[config.mk]
export PLATFORM = sky130hd
export DESIGN_NAME = key_conditioner
export DESIGN_NICKNAME = d
export VERILOG_FILES = /design/src/rtl/key_pkg.sv /design/src/rtl/key_debounce.sv /design/src/rtl/key_conditioner.sv
export SDC_FILE = /design/constraint.sdc
export NUM_CORES = 1
export LEC_CHECK = 0
export CORE_ASPECT_RATIO = 0.75
export CORE_MARGIN = 3
export CORE_UTILIZATION = 35
export CTS_CLUSTER_DIAMETER = 120
export DETAILED_ROUTE_END_ITERATION = 7
export HOLD_SLACK_MARGIN = 0.06
export PLACE_DENSITY = 0.62
export SYNTH_ARGS = -nofsm -noshare
export SYNTH_HDL_FRONTEND = slang
export SYNTH_SLANG_ARGS = --single-unit
[constraint.sdc]
create_clock -name clk -period 2.2 [get_ports clk]
set_input_delay 0.66 -clock clk [delete_from_list [all_inputs] [get_ports clk]]
set_output_delay 0.66 -clock clk [all_outputs]
set_load 0.03 [all_outputs]
[src/rtl/key_pkg.sv]
// Purpose: shared constants for the push-button conditioner (timing defaults, FSM states, key codes).
// Latency: n/a (definitions only).
// Backpressure: n/a (definitions only).
package key_pkg;

    // Default timing at 50 MHz: 10 ms debounce, 500 ms repeat delay, 100 ms repeat period.
    localparam int unsigned DEBOUNCE_CYCLES_DEF = 500000;
    localparam int unsigned REPEAT_DELAY_DEF    = 25000000;
    localparam int unsigned REPEAT_PERIOD_DEF   = 5000000;
    localparam int unsigned CNT_W_DEF           = 25;

    typedef enum logic [1:0] {
        ST_IDLE   = 2'd0,
        ST_HELD   = 2'd1,
        ST_REPEAT = 2'd2
    } key_state_e;

    // Move codes seen by the game controller: {right, left}.
    localparam logic [1:0] KEY_NONE  = 2'b00;
    localparam logic [1:0] KEY_LEFT  = 2'b01;
    localparam logic [1:0] KEY_RIGHT = 2'b10;

endpackage

[src/rtl/key_debounce.sv]
// Purpose: one button channel - 2-flop synchroniser, debounce counter, press FSM, optional repeat counter.
// Latency: registered pulse DEBOUNCE_CYCLES+2 edges after the first edge sampling a clean rising btn.
// Backpressure: none; pulses are fire-and-forget single-cycle strobes.
// Ports: clk, rst_n (sync, active-low), btn (raw async level), pulse (1-cycle move strobe), stable (debounced level).
// Build option: KEY_AUTOREPEAT_EN adds the REPEAT state and the rcnt repeat counter.
module key_debounce
    import key_pkg::*;
#(
    parameter int unsigned DEBOUNCE_CYCLES = DEBOUNCE_CYCLES_DEF,
    parameter int unsigned REPEAT_DELAY    = REPEAT_DELAY_DEF,
    parameter int unsigned REPEAT_PERIOD   = REPEAT_PERIOD_DEF,
    parameter int unsigned CNT_W           = CNT_W_DEF
) (
    input  logic clk,
    input  logic rst_n,
    input  logic btn,
    output logic pulse,
    output logic stable
);

    localparam logic [CNT_W-1:0] DB_LAST = CNT_W'(DEBOUNCE_CYCLES - 1);

    logic             sync1_q, sync1_d;
    logic             sync2_q, sync2_d;
    logic             stable_q, stable_d;
    logic             pulse_q, pulse_d;
    logic [CNT_W-1:0] cnt_q, cnt_d;
    key_state_e       state_q, state_d;

`ifdef KEY_AUTOREPEAT_EN
    localparam logic [CNT_W-1:0] RD_LAST = CNT_W'(REPEAT_DELAY - 1);
    localparam logic [CNT_W-1:0] RP_LAST = CNT_W'(REPEAT_PERIOD - 1);
    logic [CNT_W-1:0] rcnt_q, rcnt_d;
`else
    // Repeat timing only matters when auto-repeat is built in.
    logic unused_repeat_cfg;
    assign unused_repeat_cfg = ^{REPEAT_DELAY, REPEAT_PERIOD};
`endif

    // Synchroniser and debounce: any sample equal to the current stable level restarts the count.
    always_comb begin
        sync1_d  = btn;
        sync2_d  = sync1_q;
        cnt_d    = '0;
        stable_d = stable_q;
        if (sync2_q != stable_q) begin
            if (cnt_q == DB_LAST) begin
                stable_d = sync2_q;
            end else begin
                cnt_d = cnt_q + 1'b1;
            end
        end
    end

    // Press FSM. Release is tested first so it wins over a repeat falling in the same cycle.
    always_comb begin
        state_d = state_q;
        pulse_d = 1'b0;
`ifdef KEY_AUTOREPEAT_EN
        rcnt_d  = rcnt_q;
`endif
        case (state_q)
            ST_IDLE: begin
                if (stable_q) begin
                    state_d = ST_HELD;
                    pulse_d = 1'b1;
`ifdef KEY_AUTOREPEAT_EN
                    rcnt_d  = '0;
`endif
                end
            end
            ST_HELD: begin
                if (!stable_q) begin
                    state_d = ST_IDLE;
`ifdef KEY_AUTOREPEAT_EN
                    rcnt_d  = '0;
                end else if (rcnt_q == RD_LAST) begin
                    state_d = ST_REPEAT;
                    pulse_d = 1'b1;
                    rcnt_d  = '0;
                end else begin
                    rcnt_d  = rcnt_q + 1'b1;
`endif
                end
            end
`ifdef KEY_AUTOREPEAT_EN
            ST_REPEAT: begin
                if (!stable_q) begin
                    state_d = ST_IDLE;
                    rcnt_d  = '0;
                end else if (rcnt_q == RP_LAST) begin
                    pulse_d = 1'b1;
                    rcnt_d  = '0;
                end else begin
                    rcnt_d  = rcnt_q + 1'b1;
                end
            end
`endif
            default: state_d = ST_IDLE;
        endcase
    end

    always_ff @(posedge clk) begin
        if (!rst_n) begin
            sync1_q  <= 1'b0;
            sync2_q  <= 1'b0;
            stable_q <= 1'b0;
            pulse_q  <= 1'b0;
            cnt_q    <= '0;
            state_q  <= ST_IDLE;
`ifdef KEY_AUTOREPEAT_EN
            rcnt_q   <= '0;
`endif
        end else begin
            sync1_q  <= sync1_d;
            sync2_q  <= sync2_d;
            stable_q <= stable_d;
            pulse_q  <= pulse_d;
            cnt_q    <= cnt_d;
            state_q  <= state_d;
`ifdef KEY_AUTOREPEAT_EN
            rcnt_q   <= rcnt_d;
`endif
        end
    end

    assign pulse  = pulse_q;
    assign stable = stable_q;

endmodule

[src/rtl/key_conditioner.sv]
// Purpose: turns BTNL/BTNR into one-shot {right,left} move pulses plus debounced held levels.
// Latency: key pulse DEBOUNCE_CYCLES+3 edges after the first edge sampling a clean press.
// Backpressure: none; simultaneous left+right requests are dropped rather than queued.
// Ports: clk, rst_n (sync, active-low), btn_l/btn_r (raw async), key[1:0] (registered pulses), held[1:0] (registered levels).
// Build option: KEY_AUTOREPEAT_EN enables auto-repeat pulses while a button is held.
module key_conditioner
    import key_pkg::*;
#(
    parameter int unsigned DEBOUNCE_CYCLES = DEBOUNCE_CYCLES_DEF,
    parameter int unsigned REPEAT_DELAY    = REPEAT_DELAY_DEF,
    parameter int unsigned REPEAT_PERIOD   = REPEAT_PERIOD_DEF,
    parameter int unsigned CNT_W           = CNT_W_DEF
) (
    input  logic       clk,
    input  logic       rst_n,
    input  logic       btn_l,
    input  logic       btn_r,
    output logic [1:0] key,
    output logic [1:0] held
);

    logic       pulse_l, pulse_r;
    logic       stable_l, stable_r;
    logic [1:0] key_q, key_d;
    logic [1:0] held_q, held_d;

    key_debounce #(
        .DEBOUNCE_CYCLES (DEBOUNCE_CYCLES),
        .REPEAT_DELAY    (REPEAT_DELAY),
        .REPEAT_PERIOD   (REPEAT_PERIOD),
        .CNT_W           (CNT_W)
    ) u_left (
        .clk    (clk),
        .rst_n  (rst_n),
        .btn    (btn_l),
        .pulse  (pulse_l),
        .stable (stable_l)
    );

    key_debounce #(
        .DEBOUNCE_CYCLES (DEBOUNCE_CYCLES),
        .REPEAT_DELAY    (REPEAT_DELAY),
        .REPEAT_PERIOD   (REPEAT_PERIOD),
        .CNT_W           (CNT_W)
    ) u_right (
        .clk    (clk),
        .rst_n  (rst_n),
        .btn    (btn_r),
        .pulse  (pulse_r),
        .stable (stable_r)
    );

    // Both directions in one cycle is ambiguous for the game, so neither move is issued.
    always_comb begin
        key_d  = {pulse_r, pulse_l};
        if (pulse_r && pulse_l) begin
            key_d = KEY_NONE;
        end
        held_d = {stable_r, stable_l};
    end

    always_ff @(posedge clk) begin
        if (!rst_n) begin
            key_q  <= KEY_NONE;
            held_q <= 2'b00;
        end else begin
            key_q  <= key_d;
            held_q <= held_d;
        end
    end

    assign key  = key_q;
    assign held = held_q;

endmodule

==> run metrics <==
total number of yosys warnings=0; RSZ-0062 raised after global routing=false; clock power share=0.490; Hold Path Depth=1; CORE AREA=7470 sq um; Ant. Diodes=0; crit-path cells=clkdlybuf4s50_1; wire length of the first global-routing pass=9180 um; clock slew at reported path FFs=80 ps; die width=108 um; filler-free cell count of the finished design=428; pwr/cell area=733 nW/um^2; Hold Startpoint=u_right.state_q[0]; Die H=82.6 um; Mapped Area=2740 sq um; Hold Fails Final Rpt=0; DR pass1 iterations=4; mean area per synthesized cell=8.86 sq um; Hold EP=u_right.pulse; clock latency on the worst-skew pair=350 ps; initial antenna violation count=0; die area=8930 sq um; num rows=27; fillcell total=734; Post-CTS Resized=0; P_int=1.82 mW; FF-to-FF Start=u_right.cnt_q[9]; Worst EP required=1540 ps; Placed Cells=412; CTS sink count=64; Tot Pwr=2.34 mW; final setup TNS=0 ps; Final HPWL DP=3540 um; WP depth=1; clock root buffer=clkbuf_8; routed via count=2,152; vias in the first global route=1,948; Slew Limit Fails=0; FF-to-FF End=u_right.cnt_q[24]; Area growth, synth to finish=16.3%; Max Freq=503 MHz; Slowest-stage cell, CP=clkdlybuf4s50_1; fin crit share=0.904; final number of setup-violating endpoints=0; DR WL/cell=12.2 um; logic gate share of total power=0.011; CTS tree=built; DR DRC count=0; Post-CTS Hold Buffers=0; register bit total from synthesis=64; WP buf/inv=1; Post-CTS Setup Bufs=0; largest net degree at the start of global routing=26; drt total wl=5210 um; startpoint types=flop; status=completed; DRT iter0 DRCs=130; FF-to-FF path depth=4; switching part of the total=0.220; WHS=387 ps; Worst Path Max Fanout=1; I/O Pins=8; kind of critical path=flop to output pin; gpl congestion=0.762; Synth cell types=32; worst endpoint data arrival time=1330 ps; GRT overflow=0; fin crit period=1990 ps; Clock Tree Buf Depth=2; Net Count, Synth=315; CP delay by family, top=buffers and inverters; peak supply drop=0.329 mV; Reg2Reg Setup Slack=270 ps; CP peak stage delay=660 ps; worst min path class=flop to flop; Initial Util=0.367; Slew HR=0.700; Psw=513 uW; Mapped Cells=309; Seq pwr share=0.499; leakage=0.992 nW; sequential area share after synthesis=0.468; Max-Cap Viols=0; total track usage=0.133; Worst Tran Pin Value=448 ps; antenna-violating nets left=0; TritonCTS buffer count=9; drt via density=5.03; Clock Skew=12.3 ps; number of I/O port buffers=7; layout cells sized above 1=0.0887; H-Tree Depth=3; Crit. End Element=output pin; Layout Nets=328
[cells in the mapped netlist]
master    count  area share
o21ai_1       1      0.0018
nand3_1      18       0.033
nor3_1        4      0.0073
xor2_1       16       0.051
buf_2         2      0.0037
clkbuf_2      1      0.0018
nand2_1      15       0.021
and2_1        9       0.021
xnor2_1      13       0.042
inv_1        10       0.014
a21oi_1      20       0.037
dfxtp_1      64        0.47
nand4_1      13       0.030
o31ai_1       8       0.022
or4_1        10       0.027
clkbuf_1     11       0.015
and4_1        5       0.016
nor2b_1       3      0.0069
o21a_1        1      0.0027
or3_1        12       0.027
nor4b_1       4       0.013
nor4_1        7       0.016
o21ai_0      12       0.022
and3_1        7       0.016
o311ai_2      1      0.0059
nor3b_1       1      0.0027
nor2_1       35       0.048
and4_2        1      0.0037
nand3_4       1      0.0064
nand4_4       1      0.0078
o31a_1        1      0.0032
ha_1          2      0.0091
[power by group through the flow]
stage / sequential [mW] / clock, mW / combinational [mW]
2_1_floorplan: 1.19 / 0 / 0.0136
3_3_place_gp: 1.19 / 0 / 0.0266
3_5_place_dp: 1.19 / 0 / 0.0271
4_1_cts: 1.16 / 1.18 / 0.0271
5_1_grt: 1.17 / 1.24 / 0.0300
6_report: 1.16 / 1.14 / 0.0263
[kinds of logic (layout without fill, tap and decap cells)]
logic type               Yosys count  count (layout)  synth area share
adder cells (fa/ha/maj)            2               2           0.00914
AND/OR/NAND/NOR                  146             146             0.302
AO/OA/AOI/OAI                     44              44            0.0941
flip-flops                        64              64             0.468
buffers and inverters             24              42            0.0343
XOR/XNOR                          29              29            0.0927
[flip-flops by register name, indices dropped and copies added (netlist names)]
signal	count
held	2
key	2
u_left.cnt_q	25
u_left.pulse	1
u_left.stable	1
u_left.state_q	1
u_left.sync1_q	1
u_left.sync2_q	1
u_right.cnt_q	25
u_right.pulse	1
u_right.stable	1
u_right.state_q	1
u_right.sync1_q	1
u_right.sync2_q	1
[per-stage QoR]
| stage | utilization | setup WS, ps | instance area [sq um] |
|---|---|---|---|
| global placement | 0.396 | 233 | 2960 |
| CTS | 0.427 | 179 | 3190 |
| finish | 0.427 | 212 | 3190 |
| global route | 0.427 | 112 | 3190 |
| floorplan | - | 366 | 2740 |
| detailed placement | 0.396 | 174 | 2960 |
[how the worst max path moves through the flow]
stage / startpoint / endpoint / slack (ps)
global route: u_left.cnt_q[14] / u_left.cnt_q[24] / 110
global placement: rst_n / u_right.cnt_q[18] / 230
CTS: key[1] / key[1] / 180
finish: key[1] / key[1] / 210
floorplan: u_left.cnt_q[0] / u_left.cnt_q[24] / 370
detailed placement: rst_n / u_right.cnt_q[17] / 170
[cell type report]
cell class                 instances  area, sq um  area share
sequential                        64         1280       0.402
tap                              101          126      0.0397
timing repair buffer              16          150      0.0471
clock inverter                     7          103      0.0322
inverter                          10         37.5      0.0118
multi-input combinational        221         1360       0.428
clock buffer                       9          124      0.0389
[per-layer routing]
| metal | GRT usage | share of wire | up-vias |
|---|---|---|---|
| met5 | 0 | 0 | - |
| met3 | 0.0583 | 0.045 | 5 |
| met1 | 0.180 | 0.54 | 994 |
| met2 | 0.190 | 0.40 | 27 |
| li1 | - | - | 1126 |
| met4 | 0.0378 | 0.011 | 0 |
[cell usage in the layout, fill, tap and decap left out, drive strengths merged]
| master | instances |
|---|---|
| a21oi | 20 |
| and2 | 9 |
| and3 | 7 |
| and4 | 6 |
| buf | 9 |
| bufinv | 2 |
| clkbuf | 9 |
| clkdlybuf4s50 | 7 |
| clkinv | 2 |
| clkinvlp | 1 |
| dfxtp | 64 |
| ha | 2 |
| inv | 12 |
| nand2 | 15 |
| nand3 | 19 |
| nand4 | 14 |
| nor2 | 35 |
| nor2b | 3 |
| nor3 | 4 |
| nor3b | 1 |
| nor4 | 7 |
| nor4b | 4 |
| o21a | 1 |
| o21ai | 13 |
| o311ai | 1 |
| o31a | 1 |
| o31ai | 8 |
| or3 | 12 |
| or4 | 10 |
| xnor2 | 13 |
| xor2 | 16 |
(Power assumes the default switching activity.)
